[src/rtl/cache_pkg.sv]
`default_nettype none
// +----------------------------------------------------------------------+
// | Module      : cache_pkg                                              |
// | Description : Shared widths, request record and sequencer states for |
// |               the CPU-side cache request path.                       |
// | Revision    : 1.0                                                    |
// +----------------------------------------------------------------------+
package cache_pkg;

    localparam int c_ADDR_WIDTH = 11;
    localparam int c_DATA_WIDTH = 8;

    typedef struct packed {
        logic                    write;
        logic [c_ADDR_WIDTH-1:0] addr;
        logic [c_DATA_WIDTH-1:0] wdata;
    } cpu_req_t;

    typedef enum logic [0:0] {
        IDLE   = 1'b0,
        ACCESS = 1'b1
    } seq_state_t;

endpackage
`default_nettype wire

[src/rtl/req_fifo.sv]
`default_nettype none
// +----------------------------------------------------------------------+
// | Module      : req_fifo                                               |
// | Description : Synchronous FIFO of cpu_req_t with wrap-bit pointers.  |
// | Revision    : 1.0                                                    |
// +----------------------------------------------------------------------+
module req_fifo
    import cache_pkg::*;
#(
    parameter int DEPTH = 4
) (
    input  logic     clk,
    input  logic     rst_n,
    input  logic     i_push,
    input  cpu_req_t i_push_data,
    input  logic     i_pop,
    output cpu_req_t o_pop_data,
    output logic     o_full,
    output logic     o_empty
);

    localparam int c_PTR_W = $clog2(DEPTH);

    logic [c_PTR_W:0] r_wr_ptr;
    logic [c_PTR_W:0] r_rd_ptr;
    cpu_req_t         r_mem [DEPTH];
    logic             w_do_push;
    logic             w_do_pop;

    // Same index with differing wrap bits means every slot is occupied.
    assign o_full    = (r_wr_ptr[c_PTR_W] != r_rd_ptr[c_PTR_W]) &&
                       (r_wr_ptr[c_PTR_W-1:0] == r_rd_ptr[c_PTR_W-1:0]);
    assign o_empty   = (r_wr_ptr == r_rd_ptr);
    assign w_do_push = i_push && !o_full;
    assign w_do_pop  = i_pop && !o_empty;
    assign o_pop_data = r_mem[r_rd_ptr[c_PTR_W-1:0]];

    always_ff @(posedge clk) begin
        if (!rst_n) begin
            r_wr_ptr <= '0;
            r_rd_ptr <= '0;
        end else begin
            if (w_do_push) r_wr_ptr <= r_wr_ptr + (c_PTR_W+1)'(1);
            if (w_do_pop)  r_rd_ptr <= r_rd_ptr + (c_PTR_W+1)'(1);
        end
    end

    always_ff @(posedge clk) begin
        if (w_do_push) r_mem[r_wr_ptr[c_PTR_W-1:0]] <= i_push_data;
    end

endmodule
`default_nettype wire

[src/rtl/cpu_req_sequencer.sv]
`default_nettype none
// +----------------------------------------------------------------------+
// | Module      : cpu_req_sequencer                                      |
// | Description : Queues CPU requests and issues them one at a time to   |
// |               L1 over the strobe / cpu_ready handshake.              |
// | Revision    : 1.0                                                    |
// +----------------------------------------------------------------------+
module cpu_req_sequencer
    import cache_pkg::*;
#(
    parameter int ADDR_WIDTH = c_ADDR_WIDTH,
    parameter int DATA_WIDTH = c_DATA_WIDTH,
    parameter int DEPTH      = 4,
    parameter int LAT_WIDTH  = 8,
    parameter int TIMEOUT    = 200
) (
    input  logic                  clk,
    input  logic                  rst_n,
    input  logic                  req_valid,
    output logic                  req_ready,
    input  logic                  req_write,
    input  logic [ADDR_WIDTH-1:0] req_addr,
    input  logic [DATA_WIDTH-1:0] req_wdata,
    output logic                  rsp_valid,
    output logic                  rsp_write,
    output logic [ADDR_WIDTH-1:0] rsp_addr,
    output logic [DATA_WIDTH-1:0] rsp_rdata,
    output logic                  rsp_timeout,
    output logic [LAT_WIDTH-1:0]  rsp_latency,
    output logic [ADDR_WIDTH-1:0] cpu_addr,
    output logic [DATA_WIDTH-1:0] cpu_data_in,
    output logic                  cpu_read,
    output logic                  cpu_write,
    input  logic [DATA_WIDTH-1:0] cpu_data_out,
    input  logic                  cpu_ready,
    output logic                  busy,
    output logic [15:0]           req_count
);

    seq_state_t           r_state;
    logic [LAT_WIDTH-1:0] r_lat;
    logic                 r_write;
    cpu_req_t             w_push_req;
    cpu_req_t             w_head;
    logic                 w_full;
    logic                 w_empty;
    logic                 w_pop;

    // The struct widths come from the package defaults; the top widths must match them.
    assign w_push_req = '{write: req_write, addr: req_addr, wdata: req_wdata};
    assign req_ready  = !w_full;
    assign w_pop      = (r_state == IDLE) && !w_empty;
    assign busy       = !w_empty || (r_state == ACCESS);

    req_fifo #(
        .DEPTH (DEPTH)
    ) u_req_fifo (
        .clk         (clk),
        .rst_n       (rst_n),
        .i_push      (req_valid),
        .i_push_data (w_push_req),
        .i_pop       (w_pop),
        .o_pop_data  (w_head),
        .o_full      (w_full),
        .o_empty     (w_empty)
    );

    always_ff @(posedge clk) begin
        if (!rst_n) begin
            r_state     <= IDLE;
            r_lat       <= '0;
            r_write     <= 1'b0;
            cpu_addr    <= '0;
            cpu_data_in <= '0;
            cpu_read    <= 1'b0;
            cpu_write   <= 1'b0;
            rsp_valid   <= 1'b0;
            rsp_write   <= 1'b0;
            rsp_addr    <= '0;
            rsp_rdata   <= '0;
            rsp_timeout <= 1'b0;
            rsp_latency <= '0;
            req_count   <= '0;
        end else begin
            rsp_valid <= 1'b0;
            case (r_state)
                IDLE: begin
                    if (!w_empty) begin
                        cpu_addr    <= w_head.addr;
                        cpu_data_in <= w_head.wdata;
                        cpu_read    <= !w_head.write;
                        cpu_write   <= w_head.write;
                        r_write     <= w_head.write;
                        r_lat       <= LAT_WIDTH'(1);
                        r_state     <= ACCESS;
                    end
                end
                ACCESS: begin
                    if (cpu_ready) begin
                        rsp_valid   <= 1'b1;
                        rsp_write   <= r_write;
                        rsp_addr    <= cpu_addr;
                        rsp_rdata   <= r_write ? '0 : cpu_data_out;
                        rsp_timeout <= 1'b0;
                        rsp_latency <= r_lat;
                        cpu_read    <= 1'b0;
                        cpu_write   <= 1'b0;
                        req_count   <= req_count + 16'd1;
                        r_state     <= IDLE;
                    end else if (r_lat == LAT_WIDTH'(TIMEOUT)) begin
                        rsp_valid   <= 1'b1;
                        rsp_write   <= r_write;
                        rsp_addr    <= cpu_addr;
                        rsp_rdata   <= '0;
                        rsp_timeout <= 1'b1;
                        rsp_latency <= r_lat;
                        cpu_read    <= 1'b0;
                        cpu_write   <= 1'b0;
                        req_count   <= req_count + 16'd1;
                        r_state     <= IDLE;
                    end else begin
                        r_lat <= r_lat + LAT_WIDTH'(1);
                    end
                end
                default: r_state <= IDLE;
            endcase
        end
    end

endmodule
`default_nettype wire

[config.mk]
export PLATFORM = sky130hd
export DESIGN_NAME = cpu_req_sequencer
export DESIGN_NICKNAME = d
export VERILOG_FILES = /design/src/rtl/cache_pkg.sv /design/src/rtl/req_fifo.sv /design/src/rtl/cpu_req_sequencer.sv
export SDC_FILE = /design/constraint.sdc
export NUM_CORES = 1
export LEC_CHECK = 0
export CAP_MARGIN = 10
export CELL_PAD_IN_SITES_DETAIL_PLACEMENT = 2
export CELL_PAD_IN_SITES_GLOBAL_PLACEMENT = 2
export CORE_ASPECT_RATIO = 0.7
export CORE_MARGIN = 2
export CORE_UTILIZATION = 30
export CTS_CLUSTER_DIAMETER = 150
export DETAILED_ROUTE_END_ITERATION = 10
export GPL_ROUTABILITY_DRIVEN = 0
export GPL_TIMING_DRIVEN = 0
export PLACE_DENSITY = 0.71
export REMOVE_ABC_BUFFERS = 1
export SETUP_SLACK_MARGIN = 0.2
export SYNTH_ARGS = -nofsm -noshare
export SYNTH_HDL_FRONTEND = slang
export SYNTH_HIERARCHICAL = 1
export SYNTH_SLANG_ARGS = --single-unit
[constraint.sdc]
create_clock -name clk -period 4.81 [get_ports clk]
set_input_delay 1.2025 -clock clk [delete_from_list [all_inputs] [get_ports clk]]
set_output_delay 1.2025 -clock clk [all_outputs]
set_load 0.02 [all_outputs]
==> impl_metrics.py, run 1 <==
metrics = {
    "final_layout": {
        "drive_above_1_share_pct": 9.985,
        "layout.cell_area.non_filler_um2": 8466,
        "layout.cells.most_common_list": "sky130_fd_sc_hd__nand2_1 (106), sky130_fd_sc_hd__clkdlybuf4s50_1 (100), sky130_fd_sc_hd__dfxtp_1 (84)",
        "postLayoutCoreUtil_pct": 39.16,
        "flow.area_growth_from_synthesis_pct": 28.31,
        "nNetsFinal": 688,
        "layout.cells.most_common": "sky130_fd_sc_hd__nand2_1",
        "final-instance-count-excl-fill": 944,
    },
    "synth": {
        "synth_compound_area_share_pct": 10.20,
        "post_synth_inst_count": 555,
        "yosys_warning_total": 6,
        "ys_ff_latch": 165,
        "mappedNetlistArea_um2": 6598,
        "synth.yosys.seq_area_share_pct": 62.20,
        "synth_async_sr_flop_share_pct": 0,
        "synthFlopType": "sky130_fd_sc_hd__dfxtp_1",
        "synthMuxAreaShare_pct": 7.282,
        "post_synth_fa_ha_maj_area_fraction_pct": 1.517,
        "synthXorXnorAreaFrac_pct": 0.9293,
        "synth_enable_flop_cells": 80,
        "avgSynthCellArea_um2": 11.89,
        "simple_logic_cell_fraction_of_the_synthesized_area_pct": 14.47,
        "synth.distinct_cells": 49,
        "synth_top_family_by_area": "simple AND/OR/NAND/NOR gates",
    },
    "setup_path": {
        "critical_path.slowest_cell": "sky130_fd_sc_hd__clkdlybuf4s50_1",
        "critPathLaunchType": "flop",
        "cp_data_arrival_time_ns": 2.53,
        "worst_setup_path_end_kind": "primary output",
        "cpPeakStageDelay_ns": 0.58,
        "criticalPathCategory": "reg -> out",
        "path_buf_inv": 1,
        "critical_path_cell_sequence": "xor2_1 > nor3_1 > nand2b_1 > clkdlybuf4s50_1",
        "worstPathMaxFanout": 7,
        "critical_path_required_ns": 3.61,
        "critPathTopFamily": "simple AND/OR/NAND/NOR gates",
    },
    "drt": {
        "avgRoutedWirePerCell_um": 19.23,
        "drt_pre_antenna_iters": 4,
        "ant_nets": 0,
        "detail_route.wirelength_um": 18160,
        "vias_per_inst": 5.022,
        "detailroute.via_count": 4741,
        "drtIter0Drc": 165,
        "post_route_drc": 0,
    },
    "pwr": {
        "total_power_mw": 4.522,
        "power_leakage_nw": 2.741,
        "ir_worst_vdd_mv": 0.2883,
        "total_power_divided_by_cell_area_nw_per_um2": 534.2,
    },
    "grt": {
        "global_route_total_usage_across_every_layer_pct": 16.18,
        "most_crowded_layer_after_global_routing": "met2",
        "gr-total-overflow": 0,
        "met1_usage_pct": 19.87,
        "grt_util_met3_pct": 3.892,
        "number_of_antenna_violations_at_the_first_check_in_global_routing": 1,
        "use_met2_pct": 28.53,
        "grt_start_max_net_pins": 41,
        "grt_pass1_vias": 5201,
        "grt_pass1_wl_um": 28700,
    },
    "cts": {
        "cts-htree-levels": 4,
        "postCtsResizedCells": 0,
        "worstSkewPairLatency_ns": 0.43,
        "cts_inserted_buffers": 17,
        "ctsRootBufferMaster": "sky130_fd_sc_hd__clkbuf_16",
        "cts_tree": "built",
        "number_of_buffers_inserted_by_hold_repair_at_cts": 0,
        "post-cts-setup-buffers": 0,
        "clockBufferDepth": 2,
        "cts_sinks": 165,
        "clkSlewWorstSetupHoldPaths_ns": 0.07,
    },
    "floorplan": {
        "die_outline_height_um": 128.1,
        "row_count": 45,
        "core_area_um2": 21620,
        "io_pins": 101,
        "die_width_um": 181.3,
        "start_util_pct": 30.52,
        "fp.dieArea_um2": 23210,
    },
    "timing": {
        "rsz0062_at_grt": "false",
        "finalSetupViolations": 0,
        "max_clock_freq_ghz": 0.2682,
        "total_count_of_hold_check_failures_in_the_final_report": 0,
        "worst_slack_ns": 1.081,
        "timing_worst_slew_pin_value_ns": 1.164,
        "finalCritPeriodShare_pct": 77.52,
        "final_min_period_ns": 3.729,
        "finalClockSkew_ns": 0.01077,
        "holdWs_ns": 0.4583,
        "final_max_slew_viol_count": 0,
        "worst_slew_margin_rel_pct": 22.38,
        "finalSetupTns_ns": 0,
    },
    "placement": {
        "place.port_buffers": 100,
        "placement.cell_area_um2": 7839,
        "dp_slack_ns": 1.187,
        "place.detailed.instances": 909,
        "post-dp-hpwl_um": 12010,
    },
    "hold_path": {
        "hold_class": "reg -> reg",
    },
    "outcome": {
        "outcome": "completed",
    },
    "flow_run": {
        "drv_cap": 0,
    },
}
## cell usage after synthesis (all sizes together), types with 12 or more instances
cell type	instances	area, um2
nor2	12	45.04
a21oi	67	335.3
inv	14	52.55
clkbuf	15	60.06
o21ai	15	78.83
edfxtp	80	2402
nand3	13	65.06
dfxtp	85	1702
nand2	106	397.9
mux4	20	450.4
buf	16	111.4
## power breakdown
part	internal [mW]	switching [mW]
combinational	0.505	0.750
clock	0.737	0.620
sequential	1.71	0.205
total	2.95	1.57
## final cells by class
class / count / area, um2
clock buffer: 17 / 425.4
clock inverter: 15 / 156.4
inverter: 14 / 52.55
fill: 2215 / 13160
sequential: 165 / 4105
tap: 282 / 352.8
multi-input combinational: 345 / 2272
antenna: 1 / 2.502
timing repair buffer: 105 / 1099
## worst min-delay path, cell delays in order, from the launching register on
cell                      delay [ns]
sky130_fd_sc_hd__dfxtp_1        0.31
sky130_fd_sc_hd__nand2_1        0.05
sky130_fd_sc_hd__a21oi_1        0.05
## layer usage
| layer | share of wire, % | vias to the layer above |
|---|---|---|
| met3 | 3.6 | 15 |
| met2 | 50 | 77 |
| met1 | 45 | 2427 |
| met4 | 1.0 | 0 |
| met5 | 0 | - |
| li1 | - | 2222 |
## cells by family after synthesis
family                     count (synthesis)
AOI/OAI and AO/OA                        114
xor gates and xnor gates                   7
adders and majority gates                  8
buffers and inverters                     45
DFF                                      165
muxes                                     23
and+or+nand+nor                          193
## registers in the layout, indices dropped and copies added, names as in the netlist, named ones only
name                 cells
r_write                  1
cpu_read                 1
u_req_fifo/r_rd_ptr      3
rsp_valid                1
req_count               16
cpu_addr                11
u_req_fifo/r_wr_ptr      3
rsp_latency              8
cpu_write                1
r_lat                    8
rsp_timeout              1
r_state                  1
rsp_addr                11
rsp_write                1
u_req_fifo/r_mem        80
rsp_rdata                8
cpu_data_in              8
## path summary, 6_finish.rpt
| check | endpoint | slack [ns] | start | cells after the start |
|---|---|---|---|---|
| hold / removal | rsp_addr[5]$_SDFFE_PN0P_ | 0.46 | rsp_addr[5]$_SDFFE_PN0P_ | 2 |
| setup / recovery | busy | 1.08 | u_req_fifo/r_wr_ptr[0]$_SDFFE_PN0P_ | 4 |
| setup reg to reg | flop | 1.52 | u_req_fifo/r_wr_ptr[0]$_SDFFE_PN0P_ | 7 |
| hold reg to reg | rsp_addr[5]$_SDFFE_PN0P_ | 0.46 | rsp_addr[5]$_SDFFE_PN0P_ | 2 |
Power figures use the tool's default switching activity.
==> inputs of run 2 (changes only) <==
PLACE_DENSITY = 0.74   (was 0.71)
clock period = 3.2 ns   (was 4.81 ns; I/O delays follow)
==> run 2 against run 1 <==
Effect of this change:
- core utilization up 0.27 points
- sequential power up 51%
- combinational power is 51% higher
- final cell count is 0.32% lower
- global-route usage is 0.82 points higher
- sequential cell count stayed put
- via count is 0.70% higher
- die area unchanged
- non-clock buffer count decreased by 2
- sequential share of layout area shrank 0.27 points
==> impl_metrics.py, run 2 (same netlist as run 1, synthesis figures left out) <==
metrics = {
    "cts": {
        "clockBufferDepth": 2,
        "clkSlewWorstSetupHoldPaths_ns": 0.07,
        "cts_inserted_buffers": 17,
        "cts-htree-levels": 4,
        "ctsRootBufferMaster": "sky130_fd_sc_hd__clkbuf_16",
        "worstSkewPairLatency_ns": 0.43,
        "post-cts-setup-buffers": 0,
        "number_of_buffers_inserted_by_hold_repair_at_cts": 0,
        "cts_sinks": 165,
        "cts_tree": "built",
    },
    "drt": {
        "detailroute.wirelength.met3_um": 839,
        "wl_met2_um": 9686,
        "wl_met1_um": 8303,
        "avgRoutedWirePerCell_um": 20.23,
        "top_layer_used": "met4",
        "ant_nets": 0,
        "detail_route.wirelength_um": 19040,
        "vias_per_inst": 5.073,
        "detailroute.via_count": 4774,
        "drt_pre_antenna_iters": 8,
        "drtIter0Drc": 209,
        "post_route_drc": 0,
    },
    "pwr": {
        "total_power_divided_by_cell_area_nw_per_um2": 807.8,
        "pwr-share-seq_pct": 42.0,
        "share_clk_of_total_power_pct": 30.4,
        "cell_internal_pwr_mw": 4.457,
        "switching_share_pct": 35.26,
        "power.net_switching_mw": 2.428,
        "power_leakage_nw": 2.748,
        "ir_worst_vdd_mv": 0.4169,
        "comb_power_share_pct": 27.6,
    },
    "floorplan": {
        "start_util_pct": 30.52,
        "row_count": 45,
        "die_width_um": 181.3,
        "fp.dieArea_um2": 23210,
        "io_pins": 101,
        "core_area_um2": 21620,
        "die_outline_height_um": 128.1,
    },
    "final_layout": {
        "flow.area_growth_from_synthesis_pct": 29.19,
        "layout.cells.most_common": "sky130_fd_sc_hd__nand2_1",
        "drive_above_1_share_pct": 11.23,
        "layout.cells.most_common_list": "sky130_fd_sc_hd__nand2_1 (106), sky130_fd_sc_hd__clkdlybuf4s50_1 (100), sky130_fd_sc_hd__dfxtp_1 (80), sky130_fd_sc_hd__edfxtp_1 (80), sky130_fd_sc_hd__a21oi_1 (67)",
        "nNetsFinal": 686,
        "antennaDiodeCount": 0,
        "largest_reg_flops": 80,
        "layout.cell_area.non_filler_um2": 8523,
    },
    "timing": {
        "final_min_period_ns": 2.909,
        "finalClockSkew_ns": 0.009229,
        "finalCritPeriodShare_pct": 90.91,
        "final_max_slew_viol_count": 0,
        "rsz0062_at_grt": "true",
        "worst_slew_margin_rel_pct": 19.76,
        "total_count_of_hold_check_failures_in_the_final_report": 0,
        "timing_worst_slew_pin_value_ns": 1.204,
        "worst_slack_ns": 0.2909,
        "max_clock_freq_ghz": 0.3437,
        "finalSetupViolations": 0,
    },
    "placement": {
        "post-dp-hpwl_um": 12550,
        "placement.cell_area_um2": 7851,
        "place.port_buffers": 100,
        "dp_slack_ns": -0.1966,
    },
    "grt": {
        "gr-total-overflow": 0,
        "grt_start_max_net_pins": 46,
        "number_of_antenna_violations_at_the_first_check_in_global_routing": 0,
        "grt_pass1_wl_um": 29970,
        "grt_pass1_vias": 5369,
        "global_route_total_usage_across_every_layer_pct": 16.99,
    },
    "outcome": {
        "outcome": "completed",
    },
    "flow_run": {
        "drv_cap": 0,
    },
    "setup_path": {
        "worst_setup_path_end_kind": "primary output",
        "critical_path_cell_sequence": "xor2_2 > nor3_4 > nand2b_1 > clkdlybuf4s50_1",
        "criticalPathCategory": "reg -> out",
        "critical_path.slowest_cell": "sky130_fd_sc_hd__clkdlybuf4s50_1",
        "cpPeakStageDelay_ns": 0.61,
        "cp_data_arrival_time_ns": 2.11,
        "worstPathMaxFanout": 5,
        "critical_path_required_ns": 2.40,
        "critPathLaunchType": "flop",
    },
    "hold_path": {
        "hold_class": "reg -> reg",
    },
}
## run 2: cell count changes in the layout (fill, tap and decap cells not counted), sizes merged
cell / change
buf: -2
clkinvlp: -1
diode: -1
inv: -2
clkinv: +3
## run 2: what timing repair did
action | in CTS | in global routing
pin swaps | 0 | 0
endpoints found under the setup margin | 29 | 2
hold endpoints to repair | 0 | 0
gates resized for setup | 12 | 1
## run 2: cell type report
cell class                      instances  area (um2)
Inverter                               14       52.55
Sequential cell                       165        4110
Clock inverter                         15       181.4
Multi-Input combinational cell        345        2332
Tap cell                              282       352.8
Fill cell                            2218       13100
Clock buffer                           17       425.4
Timing Repair Buffer                  103        1069
## run 2: final timing paths
| path | from | end | slack (ns) | cells past startpoint |
|---|---|---|---|---|
| max | u_req_fifo/r_wr_ptr[2]$_SDFFE_PN0P_ | busy | 0.29 | 4 |
| min | cpu_data_in[2]$_SDFFE_PN0P_ | cpu_data_in[2]$_SDFFE_PN0P_ | 0.46 | 2 |
| max reg2reg | u_req_fifo/r_wr_ptr[2]$_SDFFE_PN0P_ | u_req_fifo/r_rd_ptr[2]$_SDFFE_PN0P_ | 0.54 | 7 |
| min reg2reg | cpu_data_in[2]$_SDFFE_PN0P_ | cpu_data_in[2]$_SDFFE_PN0P_ | 0.46 | 2 |
## run 2: layer usage
layer,GRT usage (%),up-vias
met5,0,-
met4,4.735,0
met3,4.205,17
met2,30.27,89
met1,20.60,2449
li1,-,2219
## run 2: worst max-delay path: cells and delay by family (launching register included)
| family | cells | cell delay [ns] |
|---|---|---|
| AND/OR/NAND/NOR | 2 | 0.19 |
| flip-flops | 1 | 0.50 |
| XOR/XNOR | 1 | 0.37 |
| buffers and inverters | 1 | 0.61 |
## run 2: power by group through the flow
stage               Clock, mW  Sequential (mW)  Combinational, mW
floorplan                   0             3.00              0.882
global placement            0             2.89               1.77
detailed placement          0             2.93               1.87
CTS                      2.15             2.91               1.93
global route             2.24             2.95               2.09
finish                   2.09             2.89               1.90
## run 2: metrics by stage
stage | util (%) | std cells | power (mW) | hold WS, ns | TNS [ns]
finish | 39.42 | 941 | 6.885 | 0.4599 | 0
global route | 39.42 | 941 | 7.275 | 0.4844 | 0
CTS | 39.42 | 941 | 6.988 | 0.4623 | 0
detailed placement | 36.31 | 909 | 4.800 | 0.4521 | -1.056
global placement | 35.98 | 906 | 4.659 | 0.4415 | -7.861
floorplan | - | 524 | 3.880 | 0.4619 | 0
